`src/rtl/pio_edge_service_ctrl_pkg.sv`:
```
// Shared definitions for the edge-capture PIO service controller:
// PIO register map, FSM states and the registered bus command.
package pio_ctrl_pkg;

  localparam logic [1:0] ADDR_DATA = 2'd0;
  localparam logic [1:0] ADDR_MASK = 2'd2;
  localparam logic [1:0] ADDR_EDGE = 2'd3;

  typedef enum logic [2:0] {
    S_MASK_WR,
    S_IDLE,
    S_RD_EDGE,
    S_CLR_EDGE,
    S_RD_DATA,
    S_CAP_DATA,
    S_PUSH
  } state_e;

  typedef struct packed {
    logic       cs;
    logic       write_n;
    logic [1:0] addr;
  } bus_cmd_t;

  localparam bus_cmd_t BUS_IDLE = '{cs: 1'b0, write_n: 1'b1, addr: ADDR_DATA};

endpackage

```
`src/rtl/pio_edge_service_ctrl_if.sv`:
```
// Avalon-MM link between the service controller and the PIO, plus the PIO irq.
interface pio_edge_service_ctrl_if;
  logic [1:0]  avm_address;
  logic        avm_chipselect;
  logic        avm_write_n;
  logic [31:0] avm_writedata;
  logic [31:0] avm_readdata;
  logic        pio_irq;

  modport master (
    output avm_address, avm_chipselect, avm_write_n, avm_writedata,
    input  avm_readdata, pio_irq
  );

  modport slave (
    input  avm_address, avm_chipselect, avm_write_n, avm_writedata,
    output avm_readdata, pio_irq
  );
endinterface

```
`src/rtl/pio_edge_service_ctrl_fifo.sv`:
```
// Show-ahead synchronous FIFO for captured edge events; head is always on rd_data.
module sync_event_fifo #(
  parameter int WIDTH = 10,
  parameter int DEPTH = 4
) (
  input  logic             clk,
  input  logic             reset,
  input  logic             wr_en,
  input  logic [WIDTH-1:0] wr_data,
  input  logic             rd_en,
  output logic [WIDTH-1:0] rd_data,
  output logic             full,
  output logic             empty
);
  localparam int AW = $clog2(DEPTH);

  logic [DEPTH-1:0][WIDTH-1:0] mem;
  logic [AW-1:0]               wr_ptr, rd_ptr;
  logic [AW:0]                 count;
  logic                        do_wr, do_rd;

  assign full    = (count == (AW+1)'(DEPTH));
  assign empty   = (count == '0);
  assign do_wr   = wr_en && !full;
  assign do_rd   = rd_en && !empty;
  assign rd_data = mem[rd_ptr];

  always_ff @(posedge clk) begin
    if (do_wr) mem[wr_ptr] <= wr_data;
  end

  always_ff @(posedge clk or posedge reset) begin
    if (reset) begin
      wr_ptr <= '0;
      rd_ptr <= '0;
      count  <= '0;
    end else begin
      if (do_wr) wr_ptr <= wr_ptr + AW'(1);
      if (do_rd) rd_ptr <= rd_ptr + AW'(1);
      case ({do_wr, do_rd})
        2'b10:   count <= count + (AW+1)'(1);
        2'b01:   count <= count - (AW+1)'(1);
        default: count <= count;
      endcase
    end
  end
endmodule

```
`src/rtl/pio_edge_service_ctrl.sv`:
```
// Avalon-MM master that programs a PIO irq mask and, on pio_irq, reads/clears
// edge_capture and reads input levels, queueing {edges, levels} events.
module pio_edge_service_ctrl
  import pio_ctrl_pkg::*;
#(
  parameter int               WIDTH      = 5,
  parameter logic [WIDTH-1:0] INIT_MASK  = WIDTH'(5'h1F),
  parameter int               FIFO_DEPTH = 4
) (
  input  logic                   clk,
  input  logic                   reset,
  pio_edge_service_ctrl_if.master bus,
  input  logic                   enable,
  input  logic                   cfg_mask_wr,
  input  logic [WIDTH-1:0]       cfg_mask,
  output logic                   evt_valid,
  input  logic                   evt_ready,
  output logic [WIDTH-1:0]       evt_edges,
  output logic [WIDTH-1:0]       evt_level,
  output logic [7:0]             spurious_cnt
);
  state_e             state, state_nxt;
  bus_cmd_t           cmd_nxt;
  logic [31:0]        wdata_nxt;
  logic               mask_pend;
  logic [WIDTH-1:0]   mask_val, edge_r, lvl_r;
  logic               fifo_full, fifo_empty, push;
  logic [2*WIDTH-1:0] fifo_rd;
  logic               unused_rdata;

  assign unused_rdata = ^bus.avm_readdata[31:WIDTH];

  // Bus registers load from the next state, so each state's command is on the
  // bus during that state. Right after reset the bus is still idle, hence
  // MASK_WR waits one cycle for its write strobe to appear.
  always_comb begin
    state_nxt = state;
    case (state)
      S_MASK_WR:  if (bus.avm_chipselect) state_nxt = S_IDLE;
      S_IDLE: begin
        if (mask_pend)                                 state_nxt = S_MASK_WR;
        else if (bus.pio_irq && enable && !fifo_full) state_nxt = S_RD_EDGE;
      end
      S_RD_EDGE:  state_nxt = S_CLR_EDGE;
      S_CLR_EDGE: state_nxt = S_RD_DATA;
      S_RD_DATA:  state_nxt = S_CAP_DATA;
      S_CAP_DATA: state_nxt = S_PUSH;
      S_PUSH:     state_nxt = S_IDLE;
      default:    state_nxt = S_IDLE;
    endcase

    cmd_nxt   = BUS_IDLE;
    wdata_nxt = '0;
    case (state_nxt)
      S_MASK_WR: begin
        cmd_nxt   = '{cs: 1'b1, write_n: 1'b0, addr: ADDR_MASK};
        wdata_nxt = 32'(mask_val);
      end
      S_RD_EDGE:  cmd_nxt = '{cs: 1'b1, write_n: 1'b1, addr: ADDR_EDGE};
      S_CLR_EDGE: cmd_nxt = '{cs: 1'b1, write_n: 1'b0, addr: ADDR_EDGE};
      S_RD_DATA:  cmd_nxt = '{cs: 1'b1, write_n: 1'b1, addr: ADDR_DATA};
      default:    cmd_nxt = BUS_IDLE;
    endcase
  end

  always_ff @(posedge clk or posedge reset) begin
    if (reset) begin
      state              <= S_MASK_WR;
      bus.avm_chipselect <= 1'b0;
      bus.avm_write_n    <= 1'b1;
      bus.avm_address    <= ADDR_DATA;
      bus.avm_writedata  <= '0;
    end else begin
      state              <= state_nxt;
      bus.avm_chipselect <= cmd_nxt.cs;
      bus.avm_write_n    <= cmd_nxt.write_n;
      bus.avm_address    <= cmd_nxt.addr;
      bus.avm_writedata  <= wdata_nxt;
    end
  end

  // A new mask request beats the clear, so a request landing during the
  // write itself is re-issued with the newest value.
  always_ff @(posedge clk or posedge reset) begin
    if (reset) begin
      mask_pend    <= 1'b1;
      mask_val     <= INIT_MASK;
      edge_r       <= '0;
      lvl_r        <= '0;
      spurious_cnt <= '0;
    end else begin
      if (cfg_mask_wr) begin
        mask_pend <= 1'b1;
        mask_val  <= cfg_mask;
      end else if (state == S_MASK_WR && bus.avm_chipselect) begin
        mask_pend <= 1'b0;
      end
      if (state == S_CLR_EDGE) edge_r <= bus.avm_readdata[WIDTH-1:0];
      if (state == S_CAP_DATA) lvl_r  <= bus.avm_readdata[WIDTH-1:0];
      if (state == S_PUSH && edge_r == '0 && spurious_cnt != 8'hFF)
        spurious_cnt <= spurious_cnt + 8'd1;
    end
  end

  assign push = (state == S_PUSH) && (edge_r != '0);

  sync_event_fifo #(.WIDTH(2*WIDTH), .DEPTH(FIFO_DEPTH)) u_fifo (
    .clk     (clk),
    .reset   (reset),
    .wr_en   (push),
    .wr_data ({edge_r, lvl_r}),
    .rd_en   (evt_ready),
    .rd_data (fifo_rd),
    .full    (fifo_full),
    .empty   (fifo_empty)
  );

  assign evt_valid              = !fifo_empty;
  assign {evt_edges, evt_level} = fifo_rd;
endmodule
```
`src/flat_wrapper.sv`:
```
// flat-port wrapper written by rule: the top's interface ports become plain ports
module pio_edge_service_ctrl_flat import pio_ctrl_pkg::*;
#(
  parameter int               WIDTH      = 5,
  parameter logic [WIDTH-1:0] INIT_MASK  = WIDTH'(5'h1F),
  parameter int               FIFO_DEPTH = 4
)
  (clk, reset, enable, cfg_mask_wr, cfg_mask, evt_valid, evt_ready, evt_edges, evt_level, spurious_cnt, bus_avm_address, bus_avm_chipselect, bus_avm_write_n, bus_avm_writedata, bus_avm_readdata, bus_pio_irq);
  pio_edge_service_ctrl_if bus_i ();
  input  logic clk;
  input  logic reset;
  input  logic enable;
  input  logic cfg_mask_wr;
  input  logic [WIDTH-1:0] cfg_mask;
  output logic evt_valid;
  input  logic evt_ready;
  output logic [WIDTH-1:0] evt_edges;
  output logic [WIDTH-1:0] evt_level;
  output logic [7:0] spurious_cnt;
  output wire logic [$bits(bus_i.avm_address)-1:0] bus_avm_address;
  output wire logic [$bits(bus_i.avm_chipselect)-1:0] bus_avm_chipselect;
  output wire logic [$bits(bus_i.avm_write_n)-1:0] bus_avm_write_n;
  output wire logic [$bits(bus_i.avm_writedata)-1:0] bus_avm_writedata;
  input wire logic [$bits(bus_i.avm_readdata)-1:0] bus_avm_readdata;
  input wire logic [$bits(bus_i.pio_irq)-1:0] bus_pio_irq;
  assign bus_avm_address = bus_i.avm_address;
  assign bus_avm_chipselect = bus_i.avm_chipselect;
  assign bus_avm_write_n = bus_i.avm_write_n;
  assign bus_avm_writedata = bus_i.avm_writedata;
  assign bus_i.avm_readdata = bus_avm_readdata;
  assign bus_i.pio_irq = bus_pio_irq;
  pio_edge_service_ctrl #(.WIDTH(WIDTH), .INIT_MASK(INIT_MASK), .FIFO_DEPTH(FIFO_DEPTH)) u_core (.clk(clk), .reset(reset), .bus(bus_i), .enable(enable), .cfg_mask_wr(cfg_mask_wr), .cfg_mask(cfg_mask), .evt_valid(evt_valid), .evt_ready(evt_ready), .evt_edges(evt_edges), .evt_level(evt_level), .spurious_cnt(spurious_cnt));
endmodule
```
`config.mk`:
```
export PLATFORM = sky130hd
export DESIGN_NAME = pio_edge_service_ctrl_flat
export DESIGN_NICKNAME = d
export VERILOG_FILES = /design/src/rtl/pio_edge_service_ctrl_pkg.sv /design/src/rtl/pio_edge_service_ctrl_if.sv /design/src/rtl/pio_edge_service_ctrl_fifo.sv /design/src/rtl/pio_edge_service_ctrl.sv /design/src/flat_wrapper.sv
export SDC_FILE = /design/constraint.sdc
export NUM_CORES = 1
export LEC_CHECK = 0
export ABC_AREA = 1
export CORE_MARGIN = 1.5
export CORE_UTILIZATION = 48
export CTS_CLUSTER_DIAMETER = 30
export CTS_CLUSTER_SIZE = 12
export DETAILED_ROUTE_END_ITERATION = 8
export HOLD_SLACK_MARGIN = 0.02
export PLACE_DENSITY = 0.89
export SETUP_SLACK_MARGIN = 0.1
export SLEW_MARGIN = 20
export SYNTH_ARGS = -nofsm -noshare
export SYNTH_HDL_FRONTEND = slang
export SYNTH_SLANG_ARGS = --single-unit
```
`constraint.sdc`:
```
create_clock -name clk -period 2.5 [get_ports clk]
set_input_delay 0.625 -clock clk [delete_from_list [all_inputs] [get_ports clk]]
set_output_delay 0.625 -clock clk [all_outputs]
set_load 0.02 [all_outputs]
```
==> summary.md <==
| Metric | Value |
|---|---|
| H-tree depth | `3` |
| Fillers | `604` |
| Mux cell area share after synthesis | `0` |
| WHS | `0.4904 ns` |
| Post-Synth Adder-Cell Area | `0.02625` |
| Share of cells above drive strength 1 | `0.1114` |
| Top cell type's share of synthesized area | `0.3316` |
| Final period util | `0.9169` |
| Via density | `4.763` |
| Die Y | `89.87 um` |
| Max-cap violations | `0` |
| Clk pin slew, worst setup/hold paths | `0.09 ns` |
| Crit path max fanout | `12` |
| Sequential share of the synthesized area | `0.6311` |
| Routed wire per std cell | `11.70 um` |
| Outcome | `completed` |
| Skew final | `0.007734 ns` |
| Worst vdd ir | `0.0006280 V` |
| Die extent in x | `89.87 um` |
| Post-CTS Setup Repair Bufs | `0` |
| CP peak stage delay | `0.42 ns` |
| Number of hold buffers added after cts | `0` |
| Nets | `449` |
| Slew margin rel. | `0.6461` |
| Total CTS buffers | `9` |
| First-pass GRT wire length | `9763 um` |
| Worst hold path type | `register to register` |
| Slew @ Worst Pin | `0.5308 ns` |
| Core Area | `7292 um^2` |
| Post-Synth Simple-Gate Area | `0.1244` |
| Final Max Slew Viols | `0` |
| Area contributors post-synth | `edfxtp_1 33%, dfrtp_1 25%, o21ai_0 5.7%` |
| Synth Register Bits | `83` |
| CP Launch Type | `register` |
| Final Hold Vio Count | `0` |
| Cell family with most CP delay | `buffers and inverters` |
| Post-CTS sizing | `12` |
| Die area | `8077 um^2` |
| Worst EP arrival | `1.67 ns` |
| Synth Area in XOR/XNOR | `0.02418` |
| Final HPWL DP | `4270 um` |
| Reg area | `2287 um^2` |
| DRT Pass-1 Iters | `4` |
| Via count | `2396` |
| Fmax | `0.4363 GHz` |
| Routed Antenna Nets | `0` |
| Setup tns final | `0 ns` |
| Synth warnings | `0` |
| CP Buf/Inv Count | `3` |
| Congestion Overflow GR | `0` |
| Final wirelength | `5883 um` |
| Synth Area in Compound Gates | `0.08808` |
| Antenna diodes | `0` |
| Total track usage | `0.1534` |
| Clock Latency Late Sink | `0.35 ns` |
| Port Buffer Count | `43` |
| Final Wtd Congestion | `0.8399` |
| Synth unique cells | `29` |
| CTS tree | `done` |
| Area leader, netlist | `edfxtp_1` |
| Placed cells | `487` |
| Setup Viol. Count Final | `0` |
| Largest net degree at the start of global routing | `44` |
| Vias in the first global route | `2182` |
| Initial Utilization | `0.4967` |
| Syn Std Cell Area | `3622 um^2` |
| RSZ-0062 raised after global routing | `false` |
| Clock Path Buffers | `2` |
| Multi-input logic area | `1054 um^2` |
| P&R area growth vs syn | `19.07%` |
| CP Capture Type | `output pin` |
| DRC | `0` |
| CP Cell Sequence | `inv_1 -> buf_4 -> nor2_1 -> o22ai_1 -> dlygate4sd2_1` |
| Fin crit period | `2.292 ns` |
| Main combinational cell family by area after synthesis | `simple AND/OR/NAND/NOR gates` |
| CP max-delay cell | `dfrtp_1` |
| Clk root buf | `clkbuf_8` |
| Mapped Avg Cell Area | `10.56 um^2` |
| Worst Path Required | `1.88 ns` |
| Cell row count | `31` |
| WS Path Type | `register to output pin` |
| Syn Inst Count | `343` |
| Io pins | `98` |
| Leakage | `0.001881 uW` |
| Finished Layout Cells | `503` |
| Clock tree sinks | `83` |
| Initial DRC count | `141` |
| Antenna violations before repair | `0` |
| PwrDens | `1077 nW/um^2` |
[metrics by stage]
| stage | cell area [um^2] | power [uW] | util | setup WS [ns] |
|---|---|---|---|---|
| 3_5_place_dp | 4119 | 3787 | 0.5649 | 0.1137 |
| 2_1_floorplan | 3720 | 3126 | - | 0.6123 |
| 3_3_place_gp | 4119 | 3697 | 0.5649 | 0.1494 |
| 5_1_grt | 4313 | 4963 | 0.5915 | 0.1117 |
| 4_1_cts | 4313 | 4693 | 0.5915 | 0.1853 |
| 6_report | 4313 | 4647 | 0.5915 | 0.2079 |
[worst paths after layout]
| kind | cells past startpoint | slack, ns | end | from |
|---|---|---|---|---|
| hold reg to reg | 2 | 0.49 | u_core.bus.avm_writedata[0] | u_core.mask_val[0] |
| max in group asynchronous | 3 | 1.41 | u_core.bus.avm_write_n | reset |
| setup / recovery | 5 | 0.21 | evt_edges[1] | u_core.u_fifo.rd_ptr[0] |
| hold / removal | 2 | 0.49 | u_core.bus.avm_writedata[0] | u_core.mask_val[0] |
| min in group asynchronous | 3 | 0.70 | u_core.spurious_cnt[7] | reset |
| setup reg to reg | 9 | 0.35 | u_core.u_fifo.count[2] | u_core.edge_r[0] |
[routing by layer]
layer	part of all wire	GRT usage
met3	0.041	0.03215
met4	0.017	0.07407
met1	0.42	0.1925
met2	0.52	0.2545
met5	0	0
[cell usage after synthesis (all sizes together)]
library cell,instances
a21oi,4
a31oi,1
buf,28
clkbuf,6
conb,1
dfrtp,36
dfstp,7
edfxtp,40
fa,1
ha,6
inv,40
nand2,54
nand3,6
nand3b,1
nand4,1
nor2,41
nor3,5
o21ai,43
o21bai,1
o22ai,10
or2,1
xnor2,3
xor2,7
[worst reg2reg max path, cell delays in order (launching register included)]
cell      delay (ns)
dfrtp_1         0.45
nor3_1          0.23
nand2_1         0.12
nand3b_2        0.19
ha_1            0.19
inv_1           0.07
fa_1            0.39
a21oi_1         0.15
o21ai_0         0.11
xor2_1          0.15
[kinds of logic after synthesis]
logic type | after synthesis
AOI/OAI and AO/OA | 59
other | 1
and+or+nand+nor | 109
buffers and inverters | 74
DFF | 83
adders and majority gates | 7
xor gates and xnor gates | 10
[state kept, by name, indices dropped and copies added, names as in the netlist]
name and cells:
u_core.u_fifo.rd_ptr 2, u_core.bus.avm_writedata 5, u_core.u_fifo.wr_ptr 2, u_core.edge_r 5, u_core.u_fifo.mem 40, u_core.lvl_r 5
u_core.state 3, u_core.bus.avm_chipselect 1, u_core.bus.avm_write_n 1, u_core.mask_pend 1, u_core.u_fifo.count 3, u_core.spurious_cnt 8
u_core.mask_val 5, u_core.bus.avm_address 2
[layout by cell type, fill, tap and decap left out]
| cell | synthesis | layout |
|---|---|---|
| fa_1 | 1 | 1 |
| inv_2 | 3 | 4 |
| nand2_1 | 53 | 53 |
| nand3_1 | 5 | 5 |
| clkbuf_8 | 0 | 9 |
| dfrtp_1 | 36 | 35 |
| inv_1 | 37 | 36 |
| nand3_2 | 1 | 1 |
| o22ai_1 | 10 | 10 |
| edfxtp_1 | 40 | 40 |
| xnor2_1 | 3 | 3 |
| buf_4 | 27 | 10 |
| conb_1 | 1 | 27 |
| dlygate4sd2_1 | 0 | 10 |
| nand3b_2 | 1 | 1 |
| dfrtp_2 | 0 | 1 |
| o21ai_0 | 41 | 41 |
| nor2_4 | 1 | 1 |
| o21ai_2 | 2 | 2 |
| clkdlybuf4s50_1 | 0 | 33 |
| a31oi_1 | 1 | 1 |
| nor3_1 | 5 | 5 |
| nand4_1 | 1 | 1 |
| o21bai_1 | 1 | 1 |
| ha_1 | 6 | 6 |
| inv_6 | 0 | 4 |
| a21oi_1 | 4 | 4 |
| or2_2 | 1 | 1 |
| bufinv_16 | 0 | 1 |
| nand2_2 | 1 | 1 |
| inv_8 | 0 | 1 |
| clkinv_2 | 0 | 1 |
| dfstp_2 | 7 | 7 |
| nor2_1 | 40 | 40 |
| xor2_1 | 7 | 7 |
[layout make-up]
| cell class | instances | area share |
|---|---|---|
| Sequential cell | 83 | 0.5303 |
| Multi-Input combinational cell | 212 | 0.2443 |
| Timing Repair Buffer | 53 | 0.1143 |
| Inverter | 40 | 0.03481 |
| Clock buffer | 9 | 0.02872 |
| Tap cell | 99 | 0.02872 |
| Clock inverter | 7 | 0.01886 |
[where the power goes]
group / internal [uW] / switching [uW]
registers: 1810 / 252
logic: 623 / 978
clock network: 481 / 500
total: 2920 / 1730
Power figures use the tool's default switching activity.
